<file path="src/rtl/uart_tx_bridge.sv">
// 8N1 UART transmitter fed by one-cycle character strobes from the core.
// A small FIFO absorbs bursts; characters arriving while it is full are dropped and counted.
`timescale 1ns/1ps

// state | meaning
// IDLE  | line high, waiting for a buffered character
// START | start bit (low) for CLKS_PER_BIT cycles
// DATA  | eight data bits, LSB first
// STOP  | stop bit (high); pops the next character at its end if one is waiting
module uart_tx_bridge #(
  parameter int CLKS_PER_BIT = 16,
  parameter int FIFO_DEPTH   = 8
) (
  input  logic                        clock,
  input  logic                        reset,
  input  logic                        in_valid,
  input  logic [7:0]                  in_ch,
  output logic                        in_ready,
  output logic                        tx,
  output logic                        busy,
  output logic [$clog2(FIFO_DEPTH):0] fifo_count,
  output logic                        overflow,
  output logic [15:0]                 drop_count
);

  localparam int PTR_W = $clog2(FIFO_DEPTH);
  localparam int CNT_W = PTR_W + 1;
  localparam logic [CNT_W-1:0] DEPTH_C   = CNT_W'(FIFO_DEPTH);
  localparam logic [15:0]      BAUD_LAST = 16'(CLKS_PER_BIT - 1);

  typedef enum logic [1:0] {IDLE, START, DATA, STOP} state_t;

  state_t           state;
  logic [15:0]      baud_cnt;
  logic [2:0]       bit_idx;
  logic [7:0]       shift;
  logic [7:0]       mem [FIFO_DEPTH];
  logic [PTR_W-1:0] wr_ptr;
  logic [PTR_W-1:0] rd_ptr;
  logic             push;
  logic             drop;
  logic             pop;
  logic             has_data;
  logic             baud_done;

  // Fullness is judged on the registered count, so a same-edge pop never rescues a strobe.
  assign has_data  = (fifo_count != '0);
  assign in_ready  = (fifo_count != DEPTH_C);
  assign push      = in_valid && in_ready;
  assign drop      = in_valid && !in_ready;
  assign baud_done = (baud_cnt == BAUD_LAST);
  assign pop       = has_data && ((state == IDLE) || ((state == STOP) && baud_done));
  assign busy      = (state != IDLE) || has_data;

  always_ff @(posedge clock) begin
    if (push) mem[wr_ptr] <= in_ch;
  end

  always_ff @(posedge clock or negedge reset) begin
    if (!reset) begin
      wr_ptr     <= '0;
      rd_ptr     <= '0;
      fifo_count <= '0;
      overflow   <= 1'b0;
      drop_count <= '0;
    end else begin
      if (push) wr_ptr <= wr_ptr + 1'b1;
      if (pop)  rd_ptr <= rd_ptr + 1'b1;
      case ({push, pop})
        2'b10:   fifo_count <= fifo_count + 1'b1;
        2'b01:   fifo_count <= fifo_count - 1'b1;
        default: fifo_count <= fifo_count;
      endcase
      overflow <= drop;
      if (drop && (drop_count != 16'hFFFF)) drop_count <= drop_count + 16'd1;
    end
  end

  always_ff @(posedge clock or negedge reset) begin
    if (!reset) begin
      state    <= IDLE;
      baud_cnt <= '0;
      bit_idx  <= '0;
      shift    <= '0;
      tx       <= 1'b1;
    end else begin
      case (state)
        IDLE: begin
          tx       <= 1'b1;
          baud_cnt <= '0;
          if (pop) begin
            shift <= mem[rd_ptr];
            tx    <= 1'b0;
            state <= START;
          end
        end
        START: begin
          if (baud_done) begin
            baud_cnt <= '0;
            bit_idx  <= '0;
            tx       <= shift[0];
            state    <= DATA;
          end else begin
            baud_cnt <= baud_cnt + 16'd1;
          end
        end
        DATA: begin
          if (baud_done) begin
            baud_cnt <= '0;
            if (bit_idx == 3'd7) begin
              tx    <= 1'b1;
              state <= STOP;
            end else begin
              bit_idx <= bit_idx + 3'd1;
              tx      <= shift[bit_idx + 3'd1];
            end
          end else begin
            baud_cnt <= baud_cnt + 16'd1;
          end
        end
        STOP: begin
          if (baud_done) begin
            baud_cnt <= '0;
            if (pop) begin
              shift <= mem[rd_ptr];
              tx    <= 1'b0;
              state <= START;
            end else begin
              state <= IDLE;
            end
          end else begin
            baud_cnt <= baud_cnt + 16'd1;
          end
        end
        default: begin
          tx    <= 1'b1;
          state <= IDLE;
        end
      endcase
    end
  end

endmodule

</file>
<file path="config.mk">
export PLATFORM = sky130hd
export DESIGN_NAME = uart_tx_bridge
export DESIGN_NICKNAME = d
export VERILOG_FILES = /design/src/rtl/uart_tx_bridge.sv
export SDC_FILE = /design/constraint.sdc
export NUM_CORES = 1
export LEC_CHECK = 0
export CORE_ASPECT_RATIO = 0.9
export CORE_MARGIN = 8
export CORE_UTILIZATION = 53
export DETAILED_ROUTE_END_ITERATION = 16
export GPL_ROUTABILITY_DRIVEN = 0
export PLACE_DENSITY_LB_ADDON = 0.1
export SYNTH_ARGS = -nofsm -noshare
export SYNTH_HDL_FRONTEND = slang
export SYNTH_SLANG_ARGS = --single-unit
export TNS_END_PERCENT = 1
</file>
<file path="constraint.sdc">
create_clock -name clock -period 2.5 [get_ports clock]
set_input_delay 0.375 -clock clock [delete_from_list [all_inputs] [get_ports clock]]
set_output_delay 0.375 -clock clock [all_outputs]
set_load 0.03 [all_outputs]
</file>
# == Word level (Yosys, flattened, before mapping) ==
# Memory sizes are Yosys's and may differ from the RTL's.
# Cells that the tools add are included.
# classes
add_sub_neg,7
order_cmp,1
eq_ne,16
muxes,28
n_reduce_logical,19
# ops
op,count
$add A16 B1 Y16 const B,2
$pmux W16 S2,1
$eq A16 B4 Y1 const B,1
$mux W16,1
$mux W8,2
$ne A16 B16 Y1 const B,1
$pmux W8 S2,1
$ne A2 B2 Y1 const B,7
$mux W1,10
$mux W2,5
$add A3 B1 Y3 const B,3
$mux W3,3
$pmux W2 S4,1
$pmux W4 S2,1
$reduce_and A4 Y1,2
$reduce_bool A2 Y1,4
$eq A2 B2 Y1 const B,3
$pmux W3 S2,1
$logic_and A1 B1 Y1,5
$reduce_and A5 Y1,1
$add A4 B1 Y4 const B,1
$eq A2 B1 Y1 const B,2
$lt A3 B4 Y1 const B,1
$ne A4 B4 Y1 const B,1
other kinds (10),11
# word_totals
ff_bits,57
ram_bits,64
in_bits,11
out_inout_bits,24
memories,1
# memory_table
name,depth,width,rd,rd_ports_with_merged_regs,wr,line,text
mem,8,8,1,0,1,37,logic [7:0] mem [FIFO_DEPTH];

# == Logic depth before layout (Yosys ltp) ==
# Gate-level depths: netlist of the first run.
# depth
ltp_word,7
depth_mapped,13

# == Worst setup path before layout of the first run ==
# Ideal clock, no wire load.
# synth_path
path_type,register to register
from,register fifo_count[0]
to,memory mem[2][0] (enable)
setup_ps,398
arrival_ps,2311
required_ps,2102
slack_ps,-209
stages_incl_launch_ff,6
path_buffers,1
synth_period_minus_slack_ps,2709
cell_sequence,dfrtp_1 -> clkbuf_2 -> nor4b_4 -> nor2b_1 -> inv_1 -> nor4b_1
# synth_via
elab_chain_len,4
# synth_lines
item,line,text
"start, declared",21,"output logic [$clog2(FIFO_DEPTH):0] fifo_count,"
"start signal, assigned",70,2'b10: fifo_count <= fifo_count + 1'b1;
"start signal, assigned",71,2'b01: fifo_count <= fifo_count - 1'b1;
"start signal, assigned",72,default: fifo_count <= fifo_count;
$ne A4 B4 Y1,48,assign in_ready = (fifo_count != DEPTH_C);
$logic_and A1 B1 Y1,49,assign push = in_valid && in_ready;
$mux W1,56,if (push) mem[wr_ptr] <= in_ch;
$mux W1 (not written as such),56,
"end, declared",37,
# No other way between the ends.

# == Final worst setup path of the first run ==
# layout_path
from,register baud_cnt[0]
to,register fifo_count[2]
# layout_via
elab_chain_len,6
# layout_lines
item,line,text
"start, declared",34,logic [15:0] baud_cnt;
"start signal, assigned",104,baud_cnt <= baud_cnt + 16'd1;
"start signal, assigned",118,baud_cnt <= baud_cnt + 16'd1;
"start signal, assigned",132,baud_cnt <= baud_cnt + 16'd1;
$eq A16 B4 Y1 (*),51,assign baud_done = (baud_cnt == BAUD_LAST);
$logic_and A1 B1 Y1 (*),52,assign pop = has_data && ((state == IDLE) || ((state == STOP) && baud_done));
$logic_or A1 B1 Y1 (*),52,
$logic_and A1 B1 Y1 (*),52,
named net pop,42,logic pop;
$eq A2 B1 Y1 or $eq A2 B2 Y1 (tied branches),69,"case ({push, pop})"
$pmux W4 S2 or $reduce_bool A2 Y1 (tied branches),--,
# Mark *: on every way through the listed nets, which the timed path passes. The rest lies on a longest branch.
# A chain may end at the register's enable or synchronous reset.

==> impl_metrics.xml, run 1 <==
<?xml version="1.0" encoding="UTF-8"?>
<metrics>
  <group name="sta">
    <metric name="worst_hold_slack" unit="ps">30.0</metric>
    <metric name="grt_setup_unrepaired" unit="">true</metric>
    <metric name="fmaxAchievable" unit="GHz">0.417</metric>
    <metric name="worst_pin_slew" unit="ps">725</metric>
    <metric name="hold_viol_final" unit="">0</metric>
    <metric name="final_period_minus_worst_setup_slack" unit="ps">2400</metric>
    <metric name="finalMaxSlewViolations" unit="">0</metric>
    <metric name="worst_slew_slack_as_a_fraction_of_its_limit" unit="%">51.7</metric>
    <metric name="setup_tns_final" unit="ps">0</metric>
    <metric name="finalCritPeriodShare" unit="%">96.0</metric>
    <metric name="setup_viol" unit="">0</metric>
    <metric name="final.setup_skew" unit="ps">6.33</metric>
  </group>
  <group name="floorplanning">
    <metric name="effective_utilization_at_floorplan" unit="%">53.9</metric>
    <metric name="number_of_i_o_pins" unit="">35</metric>
    <metric name="die_w" unit="µm">123</metric>
    <metric name="design.die.area" unit="µm²">13800</metric>
    <metric name="die_h" unit="µm">112</metric>
    <metric name="coreArea" unit="µm²">10200</metric>
    <metric name="number_of_cell_rows" unit="">35</metric>
  </group>
  <group name="power_and_ir_drop">
    <metric name="power.sequential.fraction" unit="%">38.9</metric>
    <metric name="vdd_ir_drop_max" unit="µV">755</metric>
    <metric name="leakagePower" unit="nW">2.71</metric>
    <metric name="switching_share" unit="%">30.9</metric>
    <metric name="switching_power" unit="mW">2.33</metric>
    <metric name="pwr-share-clk" unit="%">30.1</metric>
    <metric name="powerDensity" unit="nW/µm²">1120</metric>
    <metric name="comb_power_share" unit="%">31.0</metric>
    <metric name="cell_internal_pwr" unit="mW">5.19</metric>
    <metric name="totalPowerFinal" unit="mW">7.52</metric>
  </group>
  <group name="drt">
    <metric name="routed-via-count" unit="">3234</metric>
    <metric name="initialDrtViolationCount" unit="">217</metric>
    <metric name="totalWireLength" unit="µm">10400</metric>
    <metric name="detail_route.wl_per_cell" unit="µm">17.9</metric>
    <metric name="route.antenna.remaining_nets" unit="">0</metric>
    <metric name="detail_route.first_pass.iterations" unit="">6</metric>
    <metric name="detail_route.drc_violations" unit="">0</metric>
    <metric name="drt-vias-per-instance" unit="">5.55</metric>
  </group>
  <group name="synth">
    <metric name="synth-warning-count" unit="">0</metric>
    <metric name="synth.yosys.seq_area_share" unit="%">61.2</metric>
    <metric name="post_synth_fa_ha_maj_area_fraction" unit="%">3.20</metric>
    <metric name="ys.flop_type" unit="">sky130_fd_sc_hd__edfxtp_1</metric>
    <metric name="yosys.area_share.xor_xnor" unit="%">5.76</metric>
    <metric name="syn-mean-instance-area" unit="µm²">14.9</metric>
    <metric name="multiplexer_fraction_of_the_synthesized_cell_area" unit="%">13.5</metric>
    <metric name="ys_async_sr_fraction" unit="%">47.1</metric>
    <metric name="number_of_nets_produced_by_synthesis" unit="">393</metric>
    <metric name="ys_ff_latch" unit="">121</metric>
    <metric name="main_combinational_cell_family_by_area_after_synthesis" unit="">multiplexers</metric>
    <metric name="synth_area" unit="µm²">5470</metric>
    <metric name="synth-edff-count" unit="">64</metric>
    <metric name="yosysUniqueCellTypes" unit="">51</metric>
    <metric name="postSynthCellCount" unit="">368</metric>
    <metric name="synth_simple_gate_area_share" unit="%">10.0</metric>
    <metric name="synth_compound_gate_area_share" unit="%">4.00</metric>
  </group>
  <group name="global_route">
    <metric name="first_global_vias" unit="">3295</metric>
    <metric name="grt_pass1_wl" unit="µm">16900</metric>
    <metric name="grt_usage" unit="%">15.9</metric>
    <metric name="use_met3" unit="%">4.77</metric>
    <metric name="grt_util_met2" unit="%">24.6</metric>
    <metric name="global_route.usage.met1" unit="%">21.1</metric>
    <metric name="antenna_violations_before_repair" unit="">0</metric>
    <metric name="largest_net_degree_at_the_start_of_global_routing" unit="">33</metric>
    <metric name="grt-busiest-layer" unit="">met2</metric>
    <metric name="overflow" unit="">0</metric>
  </group>
  <group name="placed_design">
    <metric name="dp_hpwl" unit="µm">6880</metric>
    <metric name="port_buffers" unit="">34</metric>
  </group>
  <group name="cells_and_area">
    <metric name="area_growth" unit="%">22.9</metric>
    <metric name="n_antenna_cell" unit="">0</metric>
    <metric name="layout.nets" unit="">467</metric>
    <metric name="layout.core_utilization" unit="%">66.2</metric>
    <metric name="ratio_of_cells_with_drive_above_1_in_the_final_layout" unit="%">21.8</metric>
  </group>
  <group name="critical_path">
    <metric name="cp_max_fo" unit="">4</metric>
    <metric name="crit_slowest_cell" unit="">sky130_fd_sc_hd__dfrtp_1</metric>
    <metric name="ff2ff_path_depth" unit="">12</metric>
    <metric name="critical_path_required" unit="ps">2760</metric>
    <metric name="crit_chain" unit="">ha_1, and3_1, and4_1, a21oi_2, nor2_2, ha_4, xor2_1, ha_1, a21oi_2, xor2_1, nor2_1, xor2_1</metric>
    <metric name="endpoint_kind_of_the_worst_setup_timing_path" unit="">flop</metric>
    <metric name="slowest_delay" unit="ps">380</metric>
    <metric name="crit_arrival" unit="ps">2670</metric>
    <metric name="cp_common_cell" unit="">sky130_fd_sc_hd__xor2_1</metric>
    <metric name="crit_type" unit="">reg -&gt; reg</metric>
    <metric name="critical_path_startpoint_category" unit="">flop</metric>
  </group>
  <group name="run_status">
    <metric name="status" unit="">complete, no violations</metric>
  </group>
  <group name="job">
    <metric name="timing.max_cap.violations" unit="">0</metric>
  </group>
  <group name="clock_tree">
    <metric name="root_buffer" unit="">sky130_fd_sc_hd__clkbuf_16</metric>
    <metric name="clk_path_buf_depth" unit="">2</metric>
    <metric name="cts_htree_levels" unit="">4</metric>
    <metric name="tritoncts_buffer_count" unit="">17</metric>
    <metric name="clock_insertion_delay_worst_skew" unit="ps">400</metric>
    <metric name="path_clk_slew" unit="ps">50</metric>
    <metric name="cts_hold_buf" unit="">0</metric>
    <metric name="number_of_clock_sinks_seen_by_cts" unit="">121</metric>
    <metric name="tritoncts_clock_tree" unit="">built</metric>
  </group>
  <group name="min_path">
    <metric name="hold_class" unit="">in -&gt; async</metric>
  </group>
</metrics>
-- cell type report --
class                   count  area [µm²]
clock buffers              21         440
clock inverters            10         104
fillers                   742        3430
inverters                  10        37.5
multi-input cells         223        2030
flip-flops and latches    121        3350
well taps                 129         161
repair buffers             69         599
-- cells in the final DEF, fill, tap and decap left out, types with 5 or more instances in the layout --
master                            count
sky130_fd_sc_hd__a21oi_1              5
sky130_fd_sc_hd__a22o_1               5
sky130_fd_sc_hd__and4_1               5
sky130_fd_sc_hd__buf_4               35
sky130_fd_sc_hd__clkbuf_16           17
sky130_fd_sc_hd__clkdlybuf4s50_1     31
sky130_fd_sc_hd__clkinv_2             5
sky130_fd_sc_hd__dfrtp_1             56
sky130_fd_sc_hd__edfxtp_1            64
sky130_fd_sc_hd__ha_1                12
sky130_fd_sc_hd__inv_1               10
sky130_fd_sc_hd__mux2_2              22
sky130_fd_sc_hd__mux4_1              16
sky130_fd_sc_hd__nand2_1             19
sky130_fd_sc_hd__nand3_1             10
sky130_fd_sc_hd__nand4_1              8
sky130_fd_sc_hd__nor2_1              26
sky130_fd_sc_hd__nor3_1               6
sky130_fd_sc_hd__o21ai_0              5
sky130_fd_sc_hd__xnor2_1             15
sky130_fd_sc_hd__xor2_1              21
-- Yosys cell counts, types with 2 or more instances --
cell type / number / area [µm²]
sky130_fd_sc_hd__edfxtp_1: 64 / 1920
sky130_fd_sc_hd__dfrtp_1: 56 / 1400
sky130_fd_sc_hd__nor2_1: 27 / 101
sky130_fd_sc_hd__mux2_2: 22 / 248
sky130_fd_sc_hd__xor2_1: 21 / 184
sky130_fd_sc_hd__nand2_1: 19 / 71.3
sky130_fd_sc_hd__mux4_1: 16 / 420
sky130_fd_sc_hd__xnor2_1: 15 / 131
sky130_fd_sc_hd__ha_1: 14 / 175
sky130_fd_sc_hd__inv_1: 10 / 37.5
sky130_fd_sc_hd__nand3_1: 10 / 50.1
sky130_fd_sc_hd__nand4_1: 8 / 50.1
sky130_fd_sc_hd__a21oi_1: 7 / 35.0
sky130_fd_sc_hd__nor3_1: 6 / 30.0
sky130_fd_sc_hd__a22o_1: 5 / 43.8
sky130_fd_sc_hd__and4_1: 5 / 43.8
sky130_fd_sc_hd__o21ai_0: 5 / 25.0
sky130_fd_sc_hd__and2_1: 4 / 25.0
sky130_fd_sc_hd__buf_2: 4 / 20.0
sky130_fd_sc_hd__nor4_1: 4 / 25.0
sky130_fd_sc_hd__and3_1: 3 / 18.8
sky130_fd_sc_hd__buf_1: 3 / 11.3
sky130_fd_sc_hd__clkbuf_1: 3 / 11.3
sky130_fd_sc_hd__nor3b_1: 3 / 22.5
sky130_fd_sc_hd__buf_6: 2 / 22.5
sky130_fd_sc_hd__mux4_2: 2 / 45.0
sky130_fd_sc_hd__nor2b_1: 2 / 12.5
sky130_fd_sc_hd__nor4b_1: 2 / 17.5
sky130_fd_sc_hd__o22ai_1: 2 / 12.5
sky130_fd_sc_hd__o31ai_1: 2 / 15.0
sky130_fd_sc_hd__or3_1: 2 / 12.5
-- flip-flops by register name, summed over array words and instances (netlist names) --
name        flops
mem            64
baud_cnt       16
drop_count     16
shift           8
fifo_count      4
bit_idx         3
rd_ptr          3
wr_ptr          3
state           2
overflow        1
tx              1
-- cell families (layout without fill, tap and decap cells) --
group,Yosys count,in the layout
xor+xnor,36,36
flops,121,121
simple gates,100,100
buf+inv,24,110
compound gates,31,31
mux,42,42
fa+ha+maj,14,14
-- power by group through the flow --
stage | clock, mW | combinational, mW | sequential (mW)
detailed placement | 0 | 2.29 | 2.96
global placement | 0 | 2.23 | 2.95
floorplan | 0 | 1.65 | 2.88
CTS | 2.30 | 2.32 | 2.93
global route | 2.39 | 2.56 | 2.98
finish | 2.27 | 2.33 | 2.92
-- metrics by stage --
step	worst slack [ps]	cell area (µm²)	instances
after global routing	-28.7	6730	583
after floorplan	-190	5480	368
final	99.1	6730	583
after detailed placement	-58.4	6150	551
after CTS	17.8	6700	582
after global placement	38.3	6150	551
-- what timing repair did --
| action | 4_1_cts | 5_1_grt |
|---|---|---|
| gates resized for setup | 4 | 4 |
| buffers inserted | 0 | 1 |
| pin swaps | 0 | 1 |
| endpoints found under the setup margin | 3 | 3 |
-- routing by layer --
metal | wire length [µm] | share of wire [%] | vias to the layer above
met3 | 477 | 4.6 | 9
met1 | 4930 | 47 | 1616
met4 | 122 | 1.2 | 0
met5 | 0 | 0 | -
li1 | - | - | 1541
met2 | 4910 | 47 | 68
-- worst max-delay path, delay by kind of cell, from the launching register on --
family                     cells  cell delay [ps]
adders and majority gates      3              620
and+or+nand+nor                4              550
xor gates and xnor gates       3              420
DFF                            1              380
AOI/OAI and AO/OA              2              290
-- worst paths after layout --
kind	start	to	slack, ps
max	baud_cnt[0]	fifo_count[2]	100
max in group asynchronous	reset	fifo_count[0]	1790
min in group clock	tx	tx	490
max reg2reg	baud_cnt[0]	fifo_count[2]	100
min reg2reg	tx	tx	490
min	reset	bit_idx[0]	30
No activity file was read; power rests on OpenSTA's default activity.
==> run 2: changes to the inputs <==
--- a/config.mk
+++ b/config.mk
@@ -11,6 +11,7 @@
 export DETAILED_ROUTE_END_ITERATION = 16
 export GPL_ROUTABILITY_DRIVEN = 0
 export PLACE_DENSITY_LB_ADDON = 0.1
+export RECOVER_POWER = 25
 export SYNTH_ARGS = -nofsm -noshare
 export SYNTH_HDL_FRONTEND = slang
 export SYNTH_SLANG_ARGS = --single-unit
==> run 2 against run 1 <==
The flow now finishes with violations (max-capacitance violations, max-slew violations). Sequential power is essentially flat. Critical path depth is the same. Cell area is essentially flat. Power is essentially flat. Core utilization is essentially flat. Maximum frequency is the same. First-iteration DRC count is the same. Cell count is the same. Clock power is essentially flat. Non-clock buffer count is the same. Critical path type unchanged. Largest cell class unchanged. Highest routed layer unchanged.
==> impl_metrics.xml, run 2 (synthesis gave the netlist of run 1 again) <==
<?xml version="1.0" encoding="UTF-8"?>
<metrics>
  <group name="drt">
    <metric name="route.antenna.remaining_nets" unit="">0</metric>
    <metric name="routed-via-count" unit="">3234</metric>
    <metric name="detail_route.first_pass.iterations" unit="">6</metric>
    <metric name="drt-vias-per-instance" unit="">5.55</metric>
    <metric name="initialDrtViolationCount" unit="">217</metric>
    <metric name="totalWireLength" unit="µm">10400</metric>
    <metric name="detail_route.drc_violations" unit="">0</metric>
    <metric name="detail_route.wl_per_cell" unit="µm">17.9</metric>
  </group>
  <group name="job">
    <metric name="timing.max_cap.violations" unit="">1</metric>
  </group>
  <group name="sta">
    <metric name="finalMaxSlewViolations" unit="">33</metric>
    <metric name="final.setup_skew" unit="ps">6.33</metric>
    <metric name="finalCritPeriodShare" unit="%">96.0</metric>
    <metric name="fmaxAchievable" unit="GHz">0.417</metric>
    <metric name="setup_viol" unit="">0</metric>
    <metric name="setup_tns_final" unit="ps">0</metric>
    <metric name="final_period_minus_worst_setup_slack" unit="ps">2400</metric>
    <metric name="worst_slew_slack_as_a_fraction_of_its_limit" unit="%">-16.1</metric>
    <metric name="hold_viol_final" unit="">0</metric>
    <metric name="setup_slack" unit="ps">99.1</metric>
    <metric name="grt_setup_unrepaired" unit="">true</metric>
    <metric name="worst_pin_slew" unit="ps">1740</metric>
  </group>
  <group name="cells_and_area">
    <metric name="largest_register_by_flop_count" unit="">mem</metric>
    <metric name="ratio_of_cells_with_drive_above_1_in_the_final_layout" unit="%">21.6</metric>
    <metric name="number_of_flip_flops_under_the_largest_register_name" unit="">64</metric>
    <metric name="final_design_area_no_fill" unit="µm²">6730</metric>
    <metric name="layout.nets" unit="">467</metric>
    <metric name="layout_fillers" unit="">742</metric>
    <metric name="area_growth" unit="%">22.9</metric>
    <metric name="layout.core_utilization" unit="%">66.2</metric>
    <metric name="final_cell_mix" unit="">sky130_fd_sc_hd__edfxtp_1 (64), sky130_fd_sc_hd__dfrtp_1 (56), sky130_fd_sc_hd__buf_4 (35), sky130_fd_sc_hd__nor2_1 (26), sky130_fd_sc_hd__clkdlybuf4s50_1 (26)</metric>
    <metric name="largestRegisters" unit="">mem (64), baud_cnt (16), drop_count (16)</metric>
    <metric name="n_antenna_cell" unit="">0</metric>
    <metric name="layout_commonest_cell" unit="">sky130_fd_sc_hd__edfxtp_1</metric>
  </group>
  <group name="critical_path">
    <metric name="endpoint_kind_of_the_worst_setup_timing_path" unit="">flop</metric>
    <metric name="cp_max_fo" unit="">4</metric>
    <metric name="path_buf_inv" unit="">0</metric>
    <metric name="crit_arrival" unit="ps">2670</metric>
    <metric name="cp_common_cell" unit="">sky130_fd_sc_hd__xor2_1</metric>
    <metric name="crit_type" unit="">reg -&gt; reg</metric>
    <metric name="crit_slowest_cell" unit="">sky130_fd_sc_hd__dfrtp_1</metric>
    <metric name="critical_path_required" unit="ps">2760</metric>
    <metric name="slowest_delay" unit="ps">380</metric>
    <metric name="critical_path_startpoint_category" unit="">flop</metric>
    <metric name="cp_top_family" unit="">adder cells</metric>
    <metric name="crit_chain" unit="">ha_1, and3_1, and4_1, a21oi_2, nor2_2, ha_4, xor2_1, ha_1, a21oi_2, xor2_1, nor2_1, xor2_1</metric>
  </group>
  <group name="placed_design">
    <metric name="dp_hpwl" unit="µm">6880</metric>
    <metric name="port_buffers" unit="">34</metric>
    <metric name="dpl_cell_area" unit="µm²">6150</metric>
    <metric name="place_worst_setup_slack" unit="ps">-58.4</metric>
  </group>
  <group name="clock_tree">
    <metric name="path_clk_slew" unit="ps">50</metric>
    <metric name="cts_hold_buf" unit="">0</metric>
    <metric name="root_buffer" unit="">sky130_fd_sc_hd__clkbuf_16</metric>
    <metric name="tritoncts_buffer_count" unit="">17</metric>
    <metric name="tritoncts_clock_tree" unit="">built</metric>
    <metric name="cts_htree_levels" unit="">4</metric>
    <metric name="clk_path_buf_depth" unit="">2</metric>
    <metric name="number_of_clock_sinks_seen_by_cts" unit="">121</metric>
    <metric name="clock_insertion_delay_worst_skew" unit="ps">400</metric>
  </group>
  <group name="global_route">
    <metric name="grt_usage" unit="%">15.9</metric>
    <metric name="grt_pass1_wl" unit="µm">16900</metric>
    <metric name="antenna_violations_before_repair" unit="">0</metric>
    <metric name="first_global_vias" unit="">3295</metric>
    <metric name="overflow" unit="">0</metric>
    <metric name="largest_net_degree_at_the_start_of_global_routing" unit="">33</metric>
  </group>
  <group name="power_and_ir_drop">
    <metric name="switching_share" unit="%">31.0</metric>
    <metric name="switching_power" unit="mW">2.33</metric>
    <metric name="cell_internal_pwr" unit="mW">5.19</metric>
    <metric name="comb_power_share" unit="%">31.0</metric>
    <metric name="totalPowerFinal" unit="mW">7.52</metric>
    <metric name="leakagePower" unit="nW">2.71</metric>
    <metric name="powerDensity" unit="nW/µm²">1120</metric>
    <metric name="power.sequential.fraction" unit="%">38.9</metric>
    <metric name="pwr-share-clk" unit="%">30.1</metric>
    <metric name="vdd_ir_drop_max" unit="µV">755</metric>
  </group>
  <group name="floorplanning">
    <metric name="design.die.area" unit="µm²">13800</metric>
    <metric name="coreArea" unit="µm²">10200</metric>
    <metric name="number_of_i_o_pins" unit="">35</metric>
    <metric name="number_of_cell_rows" unit="">35</metric>
    <metric name="effective_utilization_at_floorplan" unit="%">53.9</metric>
    <metric name="die_h" unit="µm">112</metric>
    <metric name="die_w" unit="µm">123</metric>
  </group>
  <group name="run_status">
    <metric name="status" unit="">finished, violations left</metric>
    <metric name="failed_checks" unit="">max-capacitance violations, max-slew violations</metric>
  </group>
  <group name="min_path">
    <metric name="hold_class" unit="">in -&gt; async</metric>
  </group>
</metrics>
[run 2: changes by cell type in the layout (fill, tap and decap cells not counted)]
cell                              change
sky130_fd_sc_hd__dlygate4sd3_1        +5
sky130_fd_sc_hd__clkdlybuf4s50_1      -5
sky130_fd_sc_hd__buf_2                -1
sky130_fd_sc_hd__clkbuf_1             +1
[run 2: repair_timing]
action	in CTS	in global routing
pin swaps	0	1
setup buffers	0	1
setup endpoints to repair	3	3
resized for setup	4	4
[run 2: power by group through the flow]
stage	logic [mW]	clock network, mW	registers [mW]
after global placement	2.23	0	2.95
after detailed placement	2.29	0	2.96
final	2.33	2.27	2.92
after CTS	2.32	2.30	2.93
after global routing	2.56	2.39	2.98
after floorplan	1.65	0	2.88
[run 2: area by class of cell]
cell class                 instances  area, µm²  area share [%]
inverter                          10       37.5           0.558
timing repair buffer              69        598            8.89
multi-input combinational        223       2030            30.3
clock inverter                    10        104            1.54
sequential                       121       3350            49.8
clock buffer                      21        440            6.55
tap                              129        161            2.40
[run 2: final timing paths]
kind / cells past startpoint / slack, ps / from / end
setup / recovery: 12 / 100 / baud_cnt[0] / fifo_count[2]
hold reg to reg: 2 / 490 / tx / tx
max in group asynchronous: 2 / 1040 / reset / fifo_count[0]
min in group clock: 2 / 490 / tx / tx
setup reg to reg: 12 / 100 / baud_cnt[0] / fifo_count[2]
hold / removal: 1 / 430 / reset / bit_idx[0]
[run 2: worst register-to-register path: cells and delay by family (launching register included)]
family	cells	cell delay [ps]
flip-flops	1	380
XOR/XNOR	3	430
AO/OA/AOI/OAI	2	290
adder cells (fa/ha/maj)	3	620
AND/OR/NAND/NOR	4	550
[run 2: per-stage QoR]
stage	hold slack [ps]	cells
6_report	428	583
3_5_place_dp	474	551
2_1_floorplan	79.4	368
5_1_grt	523	583
4_1_cts	55.0	582
3_3_place_gp	469	551
[run 2: routing by layer]
layer	wire, µm	global-route usage (%)	vias to the layer above	part of all wire [%]
li1	-	-	1541	-
met1	4930	21.1	1616	47
met2	4910	24.6	68	47
met3	476	4.77	9	4.6
met4	122	5.05	0	1.2
met5	0	0	-	0
==> patch 1, RTL diff (flow settings as in run 1) <==
Encoding of `state_t`: now one-hot (4 bits for 4 states).
--- a/src/rtl/uart_tx_bridge.sv
+++ b/src/rtl/uart_tx_bridge.sv
@@ -29,5 +29,5 @@
   localparam logic [15:0]      BAUD_LAST = 16'(CLKS_PER_BIT - 1);
 
-  typedef enum logic [1:0] {IDLE, START, DATA, STOP} state_t;
+  typedef enum logic [3:0] {IDLE = 4'b0001, START = 4'b0010, DATA = 4'b0100, STOP = 4'b1000} state_t;
 
   state_t           state;
Formal check against the unedited RTL: same outputs for any inputs over 10 cycles, from zero or initial values and one cycle with reset low; not proved beyond that.
==> patch 1 against run 1 <==
- the run now ends with negative setup slack left
- sequential cell count rose by 2
- combinational power increased by 13%
- area after synthesis is 2.7% higher
- wire length rose by 9.6%
- final cell count up 12%
- cell area grew 4.6%
- power is 1.6% higher
- setup slack got worse by 0.38 ns
- sequential share of layout area shrank 1.4 points
- critical path type unchanged
- largest cell class unchanged
==> patch 1: results (changes against run 1) <==
| Metric | Value |
|---|---|
| Vias in the first global route | 3736 (was 3295) |
| Pint | 0.005103 W (was 0.005195 W) |
| Relative slew slack | 57.81% (was 51.68%) |
| Final Worst Setup Slack | -0.2803 ns (was 0.09910 ns) |
| Per-cell routed wire length | 17.56 um (was 17.91 um) |
| Post-layout nets | 530 (was 467) |
| Worst reg-to-reg setup slack | -0.28 ns (was 0.1 ns) |
| Final wirelength | 11450 um (was 10440 um) |
| Post-route setup TNS | -0.6718 ns (was 0 ns) |
| Post-synthesis mux area share | 11.80% (was 13.49%) |
| Multi-input gate area | 0.002162 mm^2 (was 0.002034 mm^2) |
| Setup violators final | 3 (was 0) |
| Critical path peak fanout | 2 (was 4) |
| GRT Resource Usage Total | 16.80% (was 15.95%) |
| Placed inst area | 0.006430 mm^2 (was 0.006148 mm^2) |
| Iteration-0 DRC Markers | 293 (was 217) |
| Synth cell types | 53 (was 51) |
| Compound-Gate Fraction of Synth Area | 7.257% (was 4.000%) |
| Syn Nets | 443 (was 393) |
| Critical path's largest stage delay | 0.56 ns (was 0.38 ns) |
| Signal buffers | 86 (was 69) |
| Layout Skew | 0.008023 ns (was 0.006330 ns) |
| Failing checks | negative setup slack |
| # clk buffers | 18 (was 21) |
| Post-Synth XOR/XNOR Area | 3.584% (was 5.760%) |
| Cell family with most CP delay | simple AND/OR/NAND/NOR gates (was adder cells) |
| Run status | finished, violations left (was complete, no violations) |
| Post-synth ARST share | 47.97% (was 47.11%) |
| Largest net degree at the start of global routing | 37 (was 33) |
| Cells after Synth | 423 (was 368) |
| Register Area | 0.003401 mm^2 (was 0.003349 mm^2) |
| Crit path DAT | 3.10 ns (was 2.67 ns) |
| Multi-input combinational area share | 30.74% (was 30.25%) |
| Max VDD drop | 0.0007973 V (was 0.0007546 V) |
| Leak | 2.768 nW (was 2.711 nW) |
==> patch 1: layer usage <==
metal / global-route usage, % / vias up / wire length [um]
met4: 5.533 / 0 / 62
met3: 4.868 / 5 / 539
li1: - / 1771 / -
met2: 26.30 / 88 / 5320
met5: 0 / - / 0
met1: 22.05 / 1844 / 5525
==> patch 1: power by group through the flow <==
| stage | Sequential (W) | Combinational, W | Clock (W) |
|---|---|---|---|
| 2_1_floorplan | 0.00288 | 0.00170 | 0 |
| 3_3_place_gp | 0.00280 | 0.00252 | 0 |
| 3_5_place_dp | 0.00282 | 0.00259 | 0 |
| 4_1_cts | 0.00279 | 0.00264 | 0.00227 |
| 5_1_grt | 0.00283 | 0.00290 | 0.00234 |
| 6_report | 0.00278 | 0.00264 | 0.00222 |
==> patch 1: what timing repair did <==
item                                   4_1_cts  5_1_grt
setup buffers                                3        1
setup endpoints to repair                    4        4
hold buffers                                 1        0
endpoints found under the hold margin       22        0
resized for setup                            3        2
pin swaps                                    9        5
cloned                                       0        0
==> patch 2, RTL diff (settings of run 1) <==
Made on the original files. Set the parameter `FIFO_DEPTH` to 16 (it was 8).
--- a/src/rtl/uart_tx_bridge.sv
+++ b/src/rtl/uart_tx_bridge.sv
@@ -10,5 +10,5 @@
 module uart_tx_bridge #(
   parameter int CLKS_PER_BIT = 16,
-  parameter int FIFO_DEPTH   = 8
+  parameter int FIFO_DEPTH   = 16
 ) (
   input  logic                        clock,
Interface: changed (resized fifo_count); port bits go from 35 to 36. The function was not compared with the original's and may differ.
==> patch 2 against run 1 <==
- combinational power is 51% lower
- sequential cell count grew 67
- power rose by 2.7%
- sequential power increased by 31%
- wire length grew 58%
- largest cell class unchanged
- setup slack got worse by 0.072 ns
- area after synthesis is 47% higher
- cell area grew 44%
- highest routed layer unchanged
==> patch 2: results (changes against run 1) <==
| Metric | Value |
|---|---|
| Initial DRT Pass Iterations | 4 (was 6) |
| Run status | complete, no violations (unchanged) |
| Post-synth ARST share | 31.91% (was 47.11%) |
| Critical path's largest stage delay | 0.40 ns (was 0.38 ns) |
| Largest cells by area after synthesis | edfxtp_1 48%, dfrtp_1 18%, mux4_2 7.8% (was edfxtp_1 35%, dfrtp_1 26%, mux4_1 7.7%) |
| Via/cell ratio | 5.827 (was 5.547) |
| Share of layout cells above drive strength 1 | 24.67% (was 21.81%) |
| Post-synthesis sequential area ratio | 66.51% (was 61.19%) |
| Most instantiated cells after synthesis | 128 x edfxtp_1, 59 x dfrtp_1, 40 x nor2_1, 28 x mux4_2, 27 x xnor2_1 (was 64 x edfxtp_1, 56 x dfrtp_1, 27 x nor2_1, 22 x mux2_2, 21 x xor2_1) |
| Post-layout nets | 628 (was 467) |
| Post-DP HPWL | 10830 um (was 6882 um) |
| Biggest regs | mem x128, baud_cnt x16, drop_count x16 (was mem x64, baud_cnt x16, drop_count x16) |
| Relative slew slack | 59.51% (was 51.68%) |
| Vias in the first global route | 4763 (was 3295) |
| Crit path DAT | 2.79 ns (was 2.67 ns) |
| CTS resizes | 6 (was 4) |
| Cell family with most CP delay | compound AO/OA/AOI/OAI gates (was adder cells) |
| Syn Nets | 537 (was 393) |
| Max VDD drop | 0.0009926 V (was 0.0007546 V) |
| Iteration-0 DRC Markers | 373 (was 217) |
| Pint | 0.005629 W (was 0.005195 W) |
| Post-CTS Setup Inserts | 0 (unchanged) |
| Inserted Diodes | 0 (unchanged) |
| First-pass GRT wire length | 26480 um (was 16900 um) |
| GRT Resource Usage Total | 17.73% (was 15.95%) |
| Number of hold buffers added after cts | 1 (was 0) |
| Clock latency on the worst-skew pair | 0.43 ns (was 0.40 ns) |
| Layout Skew | 0.008667 ns (was 0.006330 ns) |
| Per-cell routed wire length | 20.31 um (was 17.91 um) |
| Leak | 3.621 nW (was 2.711 nW) |
| Largest net degree at the start of global routing | 61 (was 33) |
| Post-synth EDFFs | 128 (was 64) |
| Clk slew on worst S/H paths | 0.07 ns (was 0.05 ns) |
| Synth cell types | 53 (was 51) |
## patch 2: cell count changes in the layout (fill, tap and decap cells not counted), moves of 10 or more
cell / change
buf_4: +23
xnor2_1: +12
mux4_2: +26
nor2_1: +13
edfxtp_1: +64
o22ai_1: +10
mux2_2: -14
## patch 2: through the flow
stage | cell area (um^2) | setup WS [ns] | setup TNS, ns | cells | utilization (%)
final | 9687 | 0.02662 | 0 | 810 | 65.60
after global routing | 9687 | -0.08768 | -0.09845 | 810 | 65.60
after CTS | 9637 | 0.003602 | 0 | 808 | 65.26
after detailed placement | 8996 | -0.1287 | -0.1287 | 775 | 60.92
after global placement | 8996 | -0.04964 | -0.04964 | 775 | 60.92
after floorplan | 8093 | -0.3285 | -0.7755 | 508 | -
## patch 2: final timing paths
kind                                      startpoint                        end  slack, ns  cells after the start
max                            baud_cnt[0]$_DFF_PN0_  fifo_count[4]$_DFFE_PN0P_       0.03                     13
min                                            reset  fifo_count[0]$_DFFE_PN0P_       0.47                      3
max reg2reg                    baud_cnt[0]$_DFF_PN0_  fifo_count[4]$_DFFE_PN0P_       0.03                     13
min reg2reg                drop_count[4]$_DFFE_PN0P_  drop_count[4]$_DFFE_PN0P_       0.49                      1
max in group asynchronous                      reset             tx$_DFFE_PN1P_       1.71                      3
min in group clock         drop_count[4]$_DFFE_PN0P_  drop_count[4]$_DFFE_PN0P_       0.49                      1
## patch 2: final cells by class
cell class / instances / area [um^2]
inverters: 14 / 55.05
clock buffers: 17 / 425.4
flip-flops and latches: 188 / 5349
fillers: 1060 / 5080
well taps: 198 / 247.7
multi-input cells: 282 / 2595
repair buffers: 96 / 829.5
clock inverters: 15 / 185.2
## patch 2: power groups by stage
stage | logic (W) | clock network [W] | registers, W
floorplan | 0.000591 | 0 | 0.00395
global placement | 0.00113 | 0 | 0.00387
detailed placement | 0.00115 | 0 | 0.00389
CTS | 0.00116 | 0.00279 | 0.00383
global route | 0.00126 | 0.00291 | 0.00385
finish | 0.00115 | 0.00275 | 0.00382
## patch 2: logic make-up (layout without fill, tap and decap cells)
kind of cell	Yosys count	count (layout)	synth area share [%]
XOR/XNOR	39	39	4.249
AO/OA/AOI/OAI	58	58	4.918
adder cells (fa/ha/maj)	18	18	2.802
flip-flops	188	188	66.51
buffers and inverters	38	142	2.163
AND/OR/NAND/NOR	121	121	7.735
multiplexers	46	46	11.63
## patch 2: routing by layer
layer / GRT usage [%] / part of all wire, % / vias up
met5: 0 / 0 / -
met4: 7.279 / 1.9 / 0
met3: 3.851 / 4.6 / 18
met2: 28.19 / 49 / 123
met1: 23.32 / 45 / 2439
li1: - / - / 2140
